===== src/rtl/counter_mon_pkg.sv =====
// Shared event codes, FSM encodings and record sizing for the counter event monitor.
// COUNTER_MON_TIMESTAMP_EN widens each event record with a 16-bit timestamp prefix.
package counter_mon_pkg;

  typedef enum logic [1:0] {
    EVT_WRAP    = 2'b00,
    EVT_MATCH   = 2'b01,
    EVT_RESTART = 2'b10,
    EVT_JUMP    = 2'b11
  } evt_type_e;

  typedef enum logic {
    S_INIT  = 1'b0,
    S_TRACK = 1'b1
  } state_e;

  localparam int TS_W = 16;

`ifdef COUNTER_MON_TIMESTAMP_EN
  localparam int TS_BITS = TS_W;
`else
  localparam int TS_BITS = 0;
`endif

endpackage


===== src/rtl/mon_event_fifo.sv =====
// Synchronous event FIFO with valid/ready drain; a push into a full FIFO is
// still accepted when the head is popped in the same cycle.
module mon_event_fifo #(
  parameter int WIDTH = 18,
  parameter int DEPTH = 4
) (
  input  logic             clock,
  input  logic             reset,
  input  logic             clear,
  input  logic             push,
  input  logic [WIDTH-1:0] push_data,
  output logic             valid,
  input  logic             ready,
  output logic [WIDTH-1:0] data,
  output logic             full
);

  localparam int AW = $clog2(DEPTH);

  logic [WIDTH-1:0] mem [DEPTH];
  logic [AW:0]      wr_ptr;
  logic [AW:0]      rd_ptr;
  logic             pop;
  logic             accept;

  // Extra pointer MSB distinguishes full from empty when the indices coincide.
  assign valid  = (wr_ptr != rd_ptr);
  assign full   = (wr_ptr[AW] != rd_ptr[AW]) && (wr_ptr[AW-1:0] == rd_ptr[AW-1:0]);
  assign pop    = valid && ready;
  assign accept = push && (!full || pop);
  assign data   = valid ? mem[rd_ptr[AW-1:0]] : '0;

  always_ff @(posedge clock or negedge reset) begin
    if (!reset) begin
      wr_ptr <= '0;
      rd_ptr <= '0;
    end else if (clear) begin
      wr_ptr <= '0;
      rd_ptr <= '0;
    end else begin
      if (accept) wr_ptr <= wr_ptr + 1'b1;
      if (pop)    rd_ptr <= rd_ptr + 1'b1;
    end
  end

  always_ff @(posedge clock) begin
    if (accept) mem[wr_ptr[AW-1:0]] <= push_data;
  end

endmodule


===== src/rtl/counter_event_monitor.sv =====
// Watches a 4-bit up-counter, extends it with a wrap count and queues wrap/restart/jump/match
// records for a valid/ready consumer. COUNTER_MON_TIMESTAMP_EN prefixes records with a cycle timestamp.
module counter_event_monitor
  import counter_mon_pkg::*;
#(
  parameter int CNT_W      = 4,
  parameter int WRAP_W     = 12,
  parameter int FIFO_DEPTH = 4
) (
  input  logic                              clock,
  input  logic                              reset,
  input  logic                              clear,
  input  logic                              enable,
  input  logic [CNT_W-1:0]                  counter_in,
  input  logic [CNT_W-1:0]                  match_value,
  output logic [WRAP_W+CNT_W-1:0]           ext_count,
  output logic                              wrap_pulse,
  output logic                              match_pulse,
  output logic                              evt_valid,
  input  logic                              evt_ready,
  output logic [TS_BITS+2+WRAP_W+CNT_W-1:0] evt_data,
  output logic                              evt_overflow
);

  localparam int REC_W = TS_BITS + 2 + WRAP_W + CNT_W;
  localparam logic [CNT_W-1:0] ALL_ONES = '1;

  state_e            state;
  logic [CNT_W-1:0]  prev;
  logic [CNT_W-1:0]  prev_inc;
  logic [WRAP_W-1:0] wrap_cnt;
  logic [WRAP_W-1:0] wrap_next;
  logic              tracking;
  logic              changed;
  logic              is_wrap;
  logic              is_restart;
  logic              is_jump;
  logic              is_match;
  logic              push;
  logic              dropped;
  logic              fifo_full;
  evt_type_e         evt_type;
  logic [REC_W-1:0]  rec;

  // enable only qualifies the upstream counter; changes while it is low surface as jumps.
  logic unused_enable;
  assign unused_enable = enable;

  assign prev_inc = prev + 1'b1;

  always_comb begin
    tracking   = (state == S_TRACK);
    changed    = (counter_in != prev);
    is_wrap    = tracking && (prev == ALL_ONES) && (counter_in == '0);
    is_restart = tracking && (counter_in == '0) && (prev != ALL_ONES) && (prev != '0);
    is_jump    = tracking && changed && (counter_in != prev_inc) && !is_wrap && !is_restart;
    is_match   = tracking && changed && (counter_in == match_value);
    wrap_next  = is_wrap ? wrap_cnt + 1'b1 : wrap_cnt;
    evt_type   = EVT_MATCH;
    if (is_jump)    evt_type = EVT_JUMP;
    if (is_restart) evt_type = EVT_RESTART;
    if (is_wrap)    evt_type = EVT_WRAP;
  end

  assign push    = !clear && (is_wrap || is_restart || is_jump || is_match);
  assign dropped = push && fifo_full && !(evt_valid && evt_ready);

`ifdef COUNTER_MON_TIMESTAMP_EN
  logic [TS_W-1:0] ts;

  always_ff @(posedge clock or negedge reset) begin
    if (!reset)     ts <= '0;
    else if (clear) ts <= '0;
    else            ts <= ts + 1'b1;
  end

  assign rec = {ts, evt_type, wrap_next, counter_in};
`else
  assign rec = {evt_type, wrap_next, counter_in};
`endif

  always_ff @(posedge clock or negedge reset) begin
    if (!reset) begin
      state        <= S_INIT;
      prev         <= '0;
      wrap_cnt     <= '0;
      ext_count    <= '0;
      wrap_pulse   <= 1'b0;
      match_pulse  <= 1'b0;
      evt_overflow <= 1'b0;
    end else if (clear) begin
      state        <= S_INIT;
      prev         <= '0;
      wrap_cnt     <= '0;
      ext_count    <= {{WRAP_W{1'b0}}, counter_in};
      wrap_pulse   <= 1'b0;
      match_pulse  <= 1'b0;
      evt_overflow <= 1'b0;
    end else begin
      case (state)
        S_INIT:  state <= S_TRACK;
        S_TRACK: state <= S_TRACK;
        default: state <= S_INIT;
      endcase
      prev        <= counter_in;
      wrap_cnt    <= wrap_next;
      ext_count   <= {wrap_next, counter_in};
      wrap_pulse  <= is_wrap;
      match_pulse <= is_match;
      if (dropped) evt_overflow <= 1'b1;
    end
  end

  mon_event_fifo #(
    .WIDTH (REC_W),
    .DEPTH (FIFO_DEPTH)
  ) u_fifo (
    .clock     (clock),
    .reset     (reset),
    .clear     (clear),
    .push      (push),
    .push_data (rec),
    .valid     (evt_valid),
    .ready     (evt_ready),
    .data      (evt_data),
    .full      (fifo_full)
  );

endmodule


===== config.mk =====
export PLATFORM = sky130hd
export DESIGN_NAME = counter_event_monitor
export DESIGN_NICKNAME = d
export VERILOG_FILES = /design/src/rtl/counter_mon_pkg.sv /design/src/rtl/mon_event_fifo.sv /design/src/rtl/counter_event_monitor.sv
export SDC_FILE = /design/constraint.sdc
export NUM_CORES = 1
export LEC_CHECK = 0
export ABC_CLOCK_PERIOD_IN_PS = 3300
export BUFFER_PORTS_ARGS = -buffer_cell sky130_fd_sc_hd__buf_2
export CORE_AREA = 10 10 111 93
export CTS_CLUSTER_SIZE = 14
export DETAILED_ROUTE_END_ITERATION = 10
export DIE_AREA = 0 0 121 103
export HOLD_SLACK_MARGIN = 0.02
export PLACE_DENSITY = 0.74
export SYNTH_ARGS = -nofsm -noshare
export SYNTH_HDL_FRONTEND = slang
export SYNTH_SLANG_ARGS = --single-unit

===== constraint.sdc =====
create_clock -name clock -period 3.3 [get_ports clock]
set_clock_uncertainty 0.05 [all_clocks]
set_input_delay 0.165 -clock clock [delete_from_list [all_inputs] [get_ports clock]]
set_output_delay 0.165 -clock clock [all_outputs]
set_load 0.01 [all_outputs]

==> results by group <==
Outcome
  – Status: complete, no violations

Clocking
  – CTS Buf Count: 9
  – Setup repair bufs after CTS: 0
  – Later-pin clock latency in the skew report: 0.37 ns
  – Root buf cell: clkbuf_8
  – CTS Sinks: 102
  – Worst-path clk slew: 0.10 ns
  – PostCTS Resize Cnt: 0
  – CTS tree: done
  – Hold Buf Count CTS: 4
  – H-tree Lvls: 3
  – Max clock buf depth: 2

Floorplan
  – Core footprint: 8220 µm²
  – Initial Util: 52.9%
  – Die height: 103 µm
  – Die width: 121 µm
  – Die area: 12500 µm²
  – I/O pin count: 51
  – Num rows: 30

Timing
  – PnR worst setup slack: 0.401 ns
  – RSZ-0062 raised after global routing: false
  – Fin Setup TNS: 0 ns
  – Maximum operating frequency: 0.345 GHz
  – Period minus WS final: 2.90 ns
  – Final Hold Viols: 0
  – Final Max Slew Viols: 0
  – Final setup fails: 0
  – Final cycle utilization of the critical path: 87.8%
  – Slew at the pin closest to its max-slew limit: 0.721 ns
  – Rel. slew slack: 51.3%

Placed design
  – Post-DP Area: 4760 µm²
  – GPL Wtd Cong: 0.772
  – Port-buffer cells: 49
  – Dpl cells: 428
  – Detailed Place HPWL: 5550 µm
  – Pre-CTS setup slack: 0.491 ns

Min path
  – HP Class: primary input to flip-flop

Logic synthesis
  – Yosys Warn Count: 0
  – Main combinational cell family by area after synthesis: simple AND/OR/NAND/NOR gates
  – Compound-Gate Fraction of Synth Area: 2.27%
  – #FFs+latches synth: 102
  – Number of synthesized flops with an enable pin: 72
  – Post-synthesis simple-gate area fraction: 10.8%
  – Asr flop ratio synth: 29.4%
  – Post-synthesis mux area share: 10.3%
  – Synth top area share: 49.8%
  – XOR/XNOR share of the synthesized area: 5.56%
  – Synth area leader: edfxtp_1
  – Yosys cell types: 36
  – Largest cells by area after synthesis: edfxtp_1, dfrtp_1, mux4_2, and2_1, xor2_1
  – Syn nets: 290
  – Synth Instances: 269
  – Post-synthesis adder-cell area fraction: 2.30%
  – Sequential share of the synthesized area: 67.0%
  – Mapped Area: 4350 µm²
  – Post-synth top flop: edfxtp_1
  – Avg Inst Size Synth: 16.2 µm²

Power
  – Clock power frac: 26.6%
  – Register share of total power: 51.9%
  – Maximum VDD drop: 213 µV
  – Switch Pwr: 783 µW
  – Total power: 2760 µW
  – Gate power share: 21.5%
  – PD cells: 553 nW/µm²
  – Switching share of power: 28.4%
  – Leakage: 0.00195 µW
  – P_int: 1980 µW

Critical path
  – CP bufs+invs: 3
  – Worst EP required: 3.31 ns
  – Crit-path max cell delay: 0.55 ns
  – CP max stage cell: or4b_1
  – CP max FO: 12
  – Worst Path Class, Setup: primary input to flip-flop
  – Crit path max-delay family: simple AND/OR/NAND/NOR gates
  – CP Cell Sequence: dlygate4sd3_1 -> buf_2 -> or4b_1 -> a211oi_1 -> nand2_1 -> a21oi_1 -> and2_1 -> buf_4
  – Crit. End Element: flip-flop
  – Crit start category: primary input
  – WP data arrival: 2.91 ns

Routing
  – Drc violations: 0
  – Wire length per cell: 18.4 µm
  – Routed Antenna Nets: 0
  – Routed via count: 2423
  – Iter 0 DRT Violations: 161
  – DRT Wirelength: 8260 µm
  – Vias per std cell: 5.41
  – Pre-antenna DRT Iters: 4

Global route
  – Pin count of the biggest net entering global routing: 31
  – Vias in the first global route: 2612
  – Gr ovfl total: 0
  – First-pass GRT wire length: 13600 µm
  – Initial antenna violation count: 0
  – Total track usage: 14.3%

Cells and area
  – Share of cells above drive strength 1: 29.8%
  – Syn-to-layout area delta: 15.0%
  – Fin cells: 448
  – Final instance area: 5000 µm²
  – ANT cells: 0
  – Nets: 352
  – Fillers: 624

Flow run
  – Number of max-cap violations: 0
worst register-to-register path: cells and delay by family, from the launching register on:
family / cells / cell delay (ns)
fa+ha+maj: 1 / 0.30
compound gates: 2 / 0.62
simple gates: 2 / 0.62
flops: 1 / 0.42
buf+inv: 2 / 0.37
xor+xnor: 1 / 0.13
Yosys cell counts, types with 3 or more instances:
cell type and count:
nand3_1 9, dfrtp_1 30, mux4_2 18, inv_1 7, clkbuf_1 7, edfxtp_1 72, xnor2_1 12, a21oi_1 5
and2_1 34, nand4_1 3, nand2_1 6, mux2_2 3, buf_2 4, nor2b_1 5, o21ai_0 5, nor2_1 7
xor2_1 13, ha_1 8
final cells by class:
class	count	area, µm²	area share (%)
Tap cell	112	140	2.80
Timing Repair Buffer	62	365	7.31
Clock inverter	7	68.8	1.38
Sequential cell	102	2910	58.3
Inverter	7	26.3	0.526
Clock buffer	9	124	2.48
Multi-Input combinational cell	149	1360	27.2
layout by cell type, fill, tap and decap left out, types with 3 or more instances in the layout:
master	count
edfxtp_1	72
buf_2	49
and2_1	34
dfrtp_1	30
mux4_2	18
xor2_1	13
xnor2_1	12
nand3_1	9
clkbuf_8	9
ha_1	8
buf_4	8
inv_1	7
nor2_1	7
nand2_1	6
nor2b_1	5
a21oi_1	5
o21ai_0	5
dlygate4sd3_1	4
nand4_1	3
mux2_2	3
final timing paths:
check / start / endpoint / slack (ns) / cells after the start
max reg2reg: prev[0] / u_fifo.mem[1][4] / 0.47 / 8
min in group asynchronous: reset / prev[2] / 0.32 / 2
min reg2reg: evt_overflow / evt_overflow / 0.47 / 2
max: counter_in[1] / u_fifo.mem[1][4] / 0.40 / 8
min: counter_in[2] / ext_count[2] / 0.05 / 1
max in group asynchronous: reset / wrap_cnt[0] / 2.42 / 2
flip-flops by register name, summed over array words and instances, names as in the netlist:
register       cells
u_fifo.mem        72
wrap_cnt          11
ext_count          5
prev               4
u_fifo.rd_ptr      3
u_fifo.wr_ptr      3
evt_overflow       1
match_pulse        1
state              1
wrap_pulse         1
power groups by stage:
stage | Sequential (µW) | Clock (µW) | Combinational [µW]
6_report | 1430 | 735 | 595
5_1_grt | 1440 | 807 | 657
4_1_cts | 1430 | 755 | 619
3_5_place_dp | 1460 | 0 | 614
3_3_place_gp | 1460 | 0 | 601
2_1_floorplan | 1460 | 0 | 394
routing by layer:
| metal | vias to the layer above | wire (µm) | track usage [%] |
|---|---|---|---|
| met5 | - | 0 | 0 |
| met4 | 0 | 85 | 4.44 |
| met3 | 7 | 424 | 4.82 |
| met2 | 49 | 4150 | 23.6 |
| met1 | 1247 | 3590 | 17.4 |
| li1 | 1120 | - | - |
metrics by stage:
| step | hold slack, ns | util (%) |
|---|---|---|
| floorplan | -0.181 | - |
| global placement | 0.212 | 58.0 |
| detailed placement | 0.221 | 58.0 |
| CTS | 0.0351 | 60.8 |
| global route | 0.0425 | 60.8 |
| finish | 0.0450 | 60.8 |
kinds of logic after synthesis:
family                   after synthesis
AO/OA/AOI/OAI                         16
XOR/XNOR                              26
adder cells (fa/ha/maj)                8
buffers and inverters                 18
flip-flops                           102
multiplexers                          22
AND/OR/NAND/NOR                       77
Note: power is estimated with default switching activity, not from simulation.
